===== config.mk =====
export PLATFORM = sky130hd
export DESIGN_NAME = cacheline_burst_adaptor_flat
export DESIGN_NICKNAME = d
export VERILOG_FILES = /design/src/rtl/cacheline_burst_adaptor_if.sv /design/src/rtl/cacheline_burst_adaptor.sv /design/src/flat_wrapper.sv
export SDC_FILE = /design/constraint.sdc
export NUM_CORES = 1
export LEC_CHECK = 0
export ABC_AREA = 1
export BUFFER_PORTS_ARGS = -buffer_cell sky130_fd_sc_hd__buf_4
export CAP_MARGIN = 10
export CORE_AREA = 2 2 278 280
export DETAILED_ROUTE_END_ITERATION = 10
export DIE_AREA = 0 0 280 282
export PLACE_DENSITY = 0.64
export SKIP_CTS_REPAIR_TIMING = 1
export SYNTH_ARGS = -nofsm -noshare
export SYNTH_HDL_FRONTEND = slang
export SYNTH_SLANG_ARGS = --single-unit

===== constraint.sdc =====
create_clock -name clk -period 2.65 [get_ports clk]
set_input_delay 0.265 -clock clk [delete_from_list [all_inputs] [get_ports clk]]
set_output_delay 0.265 -clock clk [all_outputs]
set_load 0.1 [all_outputs]

===== src/rtl/cacheline_burst_adaptor_if.sv =====
// Cache-side and memory-side signals of the cacheline burst adaptor.
// The slave modport is the adaptor's view; master is the driving environment.
interface cacheline_burst_adaptor_if #(
    parameter int unsigned SLine  = 256,
    parameter int unsigned SBurst = 64
);

    // Cache side
    logic              read_i;
    logic              write_i;
    logic [31:0]       address_i;
    logic [SLine-1:0]  line_i;
    logic [SLine-1:0]  line_o;
    logic              resp_o;

    // Memory side
    logic [31:0]       address_o;
    logic              read_o;
    logic              write_o;
    logic [SBurst-1:0] burst_o;
    logic [SBurst-1:0] burst_i;
    logic              resp_i;

    modport slave (
        input  read_i,
        input  write_i,
        input  address_i,
        input  line_i,
        input  burst_i,
        input  resp_i,
        output line_o,
        output resp_o,
        output address_o,
        output read_o,
        output write_o,
        output burst_o
    );

    modport master (
        output read_i,
        output write_i,
        output address_i,
        output line_i,
        output burst_i,
        output resp_i,
        input  line_o,
        input  resp_o,
        input  address_o,
        input  read_o,
        input  write_o,
        input  burst_o
    );

endinterface


===== src/rtl/cacheline_burst_adaptor.sv =====
// Converts one cacheline read/writeback into a multi-beat memory burst and
// returns the assembled line or write completion to the cache as a single pulse.
module cacheline_burst_adaptor #(
    parameter int unsigned SLine  = 256,
    parameter int unsigned SBurst = 64
) (
    input logic                       clk,
    input logic                       rst,
    cacheline_burst_adaptor_if.slave  bus
);

    localparam int unsigned SBeats = SLine / SBurst;
    localparam int unsigned CntW   = (SBeats > 1) ? $clog2(SBeats) : 1;
    localparam logic [CntW-1:0] LastBeat = CntW'(SBeats - 1);
    // Byte offset bits within a line are cleared on the memory address.
    localparam logic [31:0] OffMask = 32'(SLine / 8 - 1);

    typedef enum logic [2:0] {
        StIdle,
        StRdBurst,
        StRdDone,
        StWrBurst,
        StWrDone
    } state_e;

    state_e           state_q, state_d;
    logic [CntW-1:0]  cnt_q, cnt_d;
    logic [31:0]      addr_q, addr_d;
    logic [SLine-1:0] wline_q, wline_d;
    logic [SLine-1:0] rline_q, rline_d;

    always_ff @(posedge clk or negedge rst) begin
        if (!rst) begin
            state_q <= StIdle;
            cnt_q   <= '0;
            addr_q  <= '0;
            wline_q <= '0;
            rline_q <= '0;
        end else begin
            state_q <= state_d;
            cnt_q   <= cnt_d;
            addr_q  <= addr_d;
            wline_q <= wline_d;
            rline_q <= rline_d;
        end
    end

    always_comb begin
        state_d = state_q;
        cnt_d   = cnt_q;
        addr_d  = addr_q;
        wline_d = wline_q;
        rline_d = rline_q;

        unique case (state_q)
            StIdle: begin
                // Writeback takes priority so dirty data is never lost behind a fill.
                if (bus.write_i) begin
                    addr_d  = bus.address_i;
                    wline_d = bus.line_i;
                    cnt_d   = '0;
                    state_d = StWrBurst;
                end else if (bus.read_i) begin
                    addr_d  = bus.address_i;
                    cnt_d   = '0;
                    state_d = StRdBurst;
                end
            end
            StRdBurst: begin
                if (bus.resp_i) begin
                    rline_d[SBurst*cnt_q +: SBurst] = bus.burst_i;
                    if (cnt_q == LastBeat) begin
                        cnt_d   = '0;
                        state_d = StRdDone;
                    end else begin
                        cnt_d = cnt_q + 1'b1;
                    end
                end
            end
            StRdDone: state_d = StIdle;
            StWrBurst: begin
                if (bus.resp_i) begin
                    if (cnt_q == LastBeat) begin
                        cnt_d   = '0;
                        state_d = StWrDone;
                    end else begin
                        cnt_d = cnt_q + 1'b1;
                    end
                end
            end
            StWrDone: state_d = StIdle;
            default:  state_d = StIdle;
        endcase
    end

    // All outputs decode from registered state only, so they cannot glitch.
    always_comb begin
        bus.read_o    = (state_q == StRdBurst);
        bus.write_o   = (state_q == StWrBurst);
        bus.resp_o    = (state_q == StRdDone) || (state_q == StWrDone);
        bus.address_o = addr_q & ~OffMask;
        bus.line_o    = rline_q;
        bus.burst_o   = '0;
        if (state_q == StWrBurst) begin
            bus.burst_o = wline_q[SBurst*cnt_q +: SBurst];
        end
    end

endmodule


===== src/flat_wrapper.sv =====
// flat-port wrapper written by rule: the top's interface ports become plain ports
module cacheline_burst_adaptor_flat 
#(
    parameter int unsigned SLine  = 256,
    parameter int unsigned SBurst = 64
)
  (clk, rst, bus_read_i, bus_write_i, bus_address_i, bus_line_i, bus_burst_i, bus_resp_i, bus_line_o, bus_resp_o, bus_address_o, bus_read_o, bus_write_o, bus_burst_o);
  cacheline_burst_adaptor_if #(.SLine(SLine), .SBurst(SBurst)) bus_i ();
  input logic clk;
  input logic rst;
  input wire logic [$bits(bus_i.read_i)-1:0] bus_read_i;
  input wire logic [$bits(bus_i.write_i)-1:0] bus_write_i;
  input wire logic [$bits(bus_i.address_i)-1:0] bus_address_i;
  input wire logic [$bits(bus_i.line_i)-1:0] bus_line_i;
  input wire logic [$bits(bus_i.burst_i)-1:0] bus_burst_i;
  input wire logic [$bits(bus_i.resp_i)-1:0] bus_resp_i;
  output wire logic [$bits(bus_i.line_o)-1:0] bus_line_o;
  output wire logic [$bits(bus_i.resp_o)-1:0] bus_resp_o;
  output wire logic [$bits(bus_i.address_o)-1:0] bus_address_o;
  output wire logic [$bits(bus_i.read_o)-1:0] bus_read_o;
  output wire logic [$bits(bus_i.write_o)-1:0] bus_write_o;
  output wire logic [$bits(bus_i.burst_o)-1:0] bus_burst_o;
  assign bus_i.read_i = bus_read_i;
  assign bus_i.write_i = bus_write_i;
  assign bus_i.address_i = bus_address_i;
  assign bus_i.line_i = bus_line_i;
  assign bus_i.burst_i = bus_burst_i;
  assign bus_i.resp_i = bus_resp_i;
  assign bus_line_o = bus_i.line_o;
  assign bus_resp_o = bus_i.resp_o;
  assign bus_address_o = bus_i.address_o;
  assign bus_read_o = bus_i.read_o;
  assign bus_write_o = bus_i.write_o;
  assign bus_burst_o = bus_i.burst_o;
  cacheline_burst_adaptor #(.SLine(SLine), .SBurst(SBurst)) u_core (.clk(clk), .rst(rst), .bus(bus_i));
endmodule

==> impl_metrics.csv, run 1 <==
group,metric,value,unit
place,hpwlAfterDp,60.6,mm
place,numPortBuffers,701,
pwr,power.switching,19.2,mW
pwr,clkPwrFrac,21.3,%
clocking,cts_tree,"done",
min_path,hold_path.class,"input pin to flip-flop",
pwr,ir_worst_vdd,0.709,mV
timing,finalCritPeriodShare,97.6,%
global_routing,grt_pass1_wl,131,mm
detailed_routing,vias,25255,
die,start_util,33.3,%
global_routing,grt_max_degree,105,
detailed_routing,wl_per_cell,18.1,um
timing,finalMaxSlewViolations,0,
layout,final_common_cell,"nand2_1",
detailed_routing,dr.pass1.iters,6,
synth,ys_seq_area_share,54.1,%
pwr,swShare,47.6,%
global_routing,grt.total_usage,21.3,%
detailed_routing,routed_wl,93.6,mm
timing,slew_headroom,42.0,%
detailed_routing,drc,0,
clocking,cts_buffers,59,
clocking,clkTransAtPathRegs,60,ps
timing,fin_crit,2590,ps
pwr,p_int,21.1,mW
place,gp_congestion,0.872,
synth,synth_cell_type_count,25,
layout,layout_common_cells,"1279 x nand2_1, 729 x buf_4, 542 x dfrtp_1",
pwr,p_leak,18.7,nW
synth,yosys_warnings,0,
timing,fin_skew,10.3,ps
critical_path,end_kind,"output port",
timing,tightest_slew,869,ps
pwr,p_comb_share,48.8,%
detailed_routing,drtIter0Drc,2051,
die,coreArea,75700,um^2
synth,synth_top_area_share,54.1,%
synth,netlist_area,25200,um^2
critical_path,cp_data_arrival_time,2320,ps
clocking,htreeDepth,2,
critical_path,crit_type,"flip-flop to output port",
die,rows,101,
die,die_y,282,um
die,ios,712,
run_status,violations,"negative hold slack",
clocking,cts.sinks,544,
layout,fin_nets,4502,
run_status,status,"finished, violations left",
die,dieArea,79000,um^2
clocking,clk_path_buf_depth,3,
layout,area_growth,47.2,%
timing,max_freq,387,MHz
run,drv_cap,0,
pwr,power_density,1090,nW/um^2
global_routing,grt_pass1_vias,22360,
layout,fillers,7058,
critical_path,cp_max_fo,28,
synth,synth_area_leaders,"dfrtp_1 54%, nand2_1 19%, o21ai_1 4.5%",
synth,synth_seq_cells,544,
timing,setup_viol,0,
detailed_routing,via_per_inst,4.88,
critical_path,critPathLaunchType,"flip-flop",
layout,layout-drive-gt1-share,22.9,%
clocking,cts-root-buf,"clkbuf_16",
clocking,clock_latency,610,ps
synth,syn_avg_cell_area,7.80,um^2
global_routing,antenna_found_initial,8,
synth,syn_inst,3227,
synth,yosys.area.top_type,"dfrtp_1",
pwr,seqPwrFrac,29.9,%
global_routing,grt-ovfl-total,0,
detailed_routing,ant_nets,0,
timing,holdWs,-1.43,ps
timing,hold_viol,1,
die,dieWidth,280,um
critical_path,required,2380,ps
timing,tns,0,ps
==> metal layers <==
metal / part of all wire, % / track usage [%]
met5: 0 / 0
met4: 3.4 / 7.05
met3: 8.2 / 4.57
met2: 48 / 35.0
met1: 41 / 27.9
==> power by group through the flow <==
stage | Clock (mW) | Combinational [mW] | Sequential (mW)
final | 8.57 | 19.6 | 12.1
after global routing | 9.07 | 21.0 | 12.3
after CTS | 8.73 | 18.6 | 12.0
after detailed placement | 0 | 18.6 | 12.1
after global placement | 0 | 18.4 | 12.0
after floorplan | 0 | 9.88 | 15.8
==> critical path: stages, from the launching register on <==
cell and delay (ps):
dfrtp_4 510, buf_16 200, buf_16 200, nand2_1 190, o211ai_1 130, a21oi_2 190, buf_6 250
==> worst paths after layout <==
check / endpoint / startpoint / slack (ps) / cells after the start
hold / removal: u_core.bus.line_o[188] / bus_burst_i[60] / -1 / 5
hold reg to reg: u_core.bus.line_o[39] / u_core.bus.line_o[39] / 480 / 2
min in group asynchronous: u_core.bus.line_o[237] / rst / 260 / 2
setup reg to reg: u_core.bus.line_o[218] / u_core.cnt_q[0] / 360 / 8
max in group asynchronous: u_core.wline_q[56] / rst / 1420 / 3
setup / recovery: bus_burst_o[29] / u_core.cnt_q[0] / 60 / 6
==> layout make-up <==
class | count | area, um^2 | area share, %
multi-input combinational | 2161 | 9640 | 26.0
tap | 978 | 1220 | 3.30
inverter | 297 | 1120 | 3.02
timing repair buffer | 1076 | 9440 | 25.5
sequential | 544 | 13600 | 36.7
clock inverter | 22 | 297 | 0.800
antenna | 7 | 17.5 | 0.0473
clock buffer | 86 | 1700 | 4.59
==> per-stage QoR <==
stage / power, mW / util (%) / instance area (um^2) / setup WS [ps] / std cells
after CTS: 39.4 / 44.7 / 33800 / -123 / 4872
after detailed placement: 30.7 / 42.0 / 31800 / 419 / 4764
after global routing: 42.3 / 49.0 / 37100 / -19.5 / 5171
after floorplan: 25.6 / - / 25400 / -276 / 3231
after global placement: 30.5 / 42.0 / 31800 / 469 / 4764
final: 40.3 / 49.0 / 37100 / 64.8 / 5171
==> Yosys cell counts <==
master and instances:
nand2_1 1281, nor2_4 6, clkbuf_1 98, nand4_1 4, nor2_1 202, ha_1 6
nor3_1 62, o211ai_1 128, nand3_2 5, nand3_4 1, a21oi_1 65, o21ai_0 57
buf_4 20, inv_2 2, dfrtp_1 544, buf_1 12, clkinv_1 2, buf_2 99
inv_1 293, nand3b_1 2, nand2_2 2, o21ai_1 226, nand3_1 108, and3_1 1
conb_1 1
==> kinds of logic after synthesis <==
family / share of synthesized area, %
other: 0.0149
DFF: 54.1
and+or+nand+nor: 26.3
AOI/OAI and AO/OA: 10.7
adders and majority gates: 0.298
buffers and inverters: 8.63
==> flip-flops by register name (all words and copies together), names as in the netlist <==
name,cells
u_core.cnt_q,2
u_core.bus.line_o,256
u_core.wline_q,256
u_core.addr_q,27
u_core.state_q,3
Power figures use the tool's default switching activity.
==> run 2, diff against run 1 <==
Settings changed: ABC_AREA 1 to unset.
==> impl_metrics.csv, run 2 <==
group,metric,value,unit
critical_path,path_delay_family,"multiplexers",
layout,layout_common_cells,"713 x buf_4, 541 x dfrtp_1, 349 x dlygate4sd3_1",
detailed_routing,ant_nets,0,
synth,ys_top_cells_by_count,"544 x dfrtp_1, 261 x inv_1, 240 x mux2_4, 192 x nand4_1, 180 x o21ai_0",
detailed_routing,wl_per_cell,21.2,um
detailed_routing,drtIter0Drc,1356,
die,start_util,33.3,%
synth,syn_inst,1933,
clocking,cts-root-buf,"clkbuf_16",
detailed_routing,dr.pass1.iters,5,
place,numPortBuffers,701,
critical_path,crit_type,"flip-flop to output port",
clocking,cts_tree,"done",
global_routing,grt-ovfl-total,0,
die,dieArea,79000,um^2
synth,yosys.area.top_type,"dfrtp_1",
critical_path,reg2reg_from,"u_core.cnt_q[0]",
critical_path,cp_data_arrival_time,2340,ps
synth,syn_avg_cell_area,13.0,um^2
critical_path,end_kind,"output port",
synth,synth_edf_count,0,
die,rows,101,
global_routing,grt_pass1_vias,19253,
synth,synth_area_leaders,"dfrtp_1 54%, mux2_4 14%, mux4_2 5.7%",
synth,muxShareOfSynthArea,24.5,%
critical_path,r2r_end,"u_core.bus.line_o[129]",
layout,final_common_cell,"buf_4",
clocking,htreeDepth,2,
synth,yosysMostFrequentCell,"dfrtp_1",
timing,fin_skew,15.4,ps
timing,slew_headroom,50.5,%
timing,hold_viol,0,
timing,rsz0062_at_grt,"yes",
synth,async_flop_share,100,%
clocking,clock_latency,610,ps
synth,synth_cell_type_count,42,
critical_path,cp_cell_sequence,"buf_12 > clkbuf_16 > mux4_2 > and3_1 > buf_6",
global_routing,grt_pass1_wl,118,mm
global_routing,grt_max_degree,94,
die,dieWidth,280,um
layout,multi_input_area,9420,um^2
layout,ff_latch_area,13600,um^2
synth,synthSimpleGateAreaFrac,8.04,%
critical_path,critPathSlowestCell,"mux4_2",
global_routing,grt.total_usage,19.2,%
synth,yosys_warnings,0,
layout,area_growth,47.8,%
synth,synth_seq_cells,544,
synth,synth-xor-area-share,0.0348,%
layout,layout-drive-gt1-share,41.5,%
critical_path,required,2380,ps
timing,max_freq,384,MHz
detailed_routing,routed_wl,84.9,mm
clocking,clkTransAtPathRegs,60,ps
detailed_routing,drc,0,
run,drv_cap,0,
die,die_y,282,um
critical_path,cp.depth,5,
critical_path,startpoint,"u_core.cnt_q[0]",
timing,setup_viol,0,
layout,fin_nets,3330,
run_status,status,"finished, final reports clean",
timing,finalMaxSlewViolations,0,
place,hpwlAfterDp,55.2,mm
synth,synth_compound_area_share,3.98,%
timing,finalCritPeriodShare,98.4,%
critical_path,reg2reg_slack,380,ps
synth,netlist_area,25200,um^2
die,coreArea,75700,um^2
critical_path,cp_max_fo,8,
critical_path,critPathLaunchType,"flip-flop",
synth,synth_top_area_share,54.1,%
place,gp_congestion,0.857,
timing,tns,0,ps
critical_path,endpoint,"bus_burst_o[59]",
synth,synth_top_family_by_area,"multiplexers",
detailed_routing,via_per_inst,5.01,
detailed_routing,vias,20030,
synth,yosys_most_used_dff,"dfrtp_1",
synth,ys_seq_area_share,54.1,%
timing,tightest_slew,743,ps
layout,fillers,6335,
clocking,clk_path_buf_depth,3,
die,ios,712,
critical_path,worst_r2r_path_depth,7,
clocking,cts_buffers,59,
critical_path,path_buf_inv,3,
global_routing,antenna_found_initial,6,
min_path,hold_path.class,"input pin to flip-flop",
timing,fin_crit,2610,ps
clocking,cts.sinks,544,
synth,yosys.area_share.adder,0.298,%
critical_path,crit_path_max_incr_delay,530,ps
==> run 2: worst min path at each step <==
stage                      from                 to  slack, ps  cells past startpoint
floorplan                   rst  u_core.addr_q[10]        -30                      0
global placement            rst  u_core.addr_q[24]        310                      1
detailed placement          rst  u_core.addr_q[24]        310                      1
CTS                         rst  u_core.addr_q[24]       -360                      1
global route        bus_write_i  u_core.state_q[1]         80                      3
finish              bus_write_i  u_core.state_q[1]         90                      3
==> run 2: metal layers <==
metal  routed length, um  GRT usage [%]
met3                7000           6.37
met5                  11              0
met4                3320           6.94
met1               33200           23.5
met2               41400           31.4
==> run 2: stage by stage <==
| stage | instance area [um^2] | hold WS (ps) | setup slack [ps] | instances | util [%] |
|---|---|---|---|---|---|
| 6_report | 37200 | 87.3 | 42.6 | 3996 | 49.2 |
| 5_1_grt | 37200 | 80.9 | -26.1 | 3996 | 49.2 |
| 4_1_cts | 33300 | -355 | -328 | 3631 | 44.0 |
| 3_5_place_dp | 31400 | 311 | 338 | 3524 | 41.5 |
| 3_3_place_gp | 31400 | 313 | 323 | 3524 | 41.5 |
| 2_1_floorplan | 25200 | -30.6 | 339 | 1937 | - |
==> run 2: cells by family after synthesis <==
logic type | Yosys count
compound gates | 198
simple gates | 345
flops | 544
buf+inv | 427
other cells | 1
xor+xnor | 1
mux | 411
fa+ha+maj | 6
==> run 2: worst register-to-register path, delay by kind of cell (launching register included) <==
family,cells,cell delay [ps]
compound gates,1,140
fa+ha+maj,1,320
buf+inv,3,600
simple gates,2,670
flops,1,450
==> run 2: area by class of cell <==
class,count,area share [%]
multi-input combinational,966,25.3
tap,978,3.29
clock buffer,91,4.70
timing repair buffer,1135,27.0
inverter,261,2.63
antenna,5,0.0336
clock inverter,16,0.447
sequential,544,36.6
Power of run 2 is left out: the tool's default activity adds up to more than one toggle a clock period on the data nets, which glitch-free logic cannot reach.
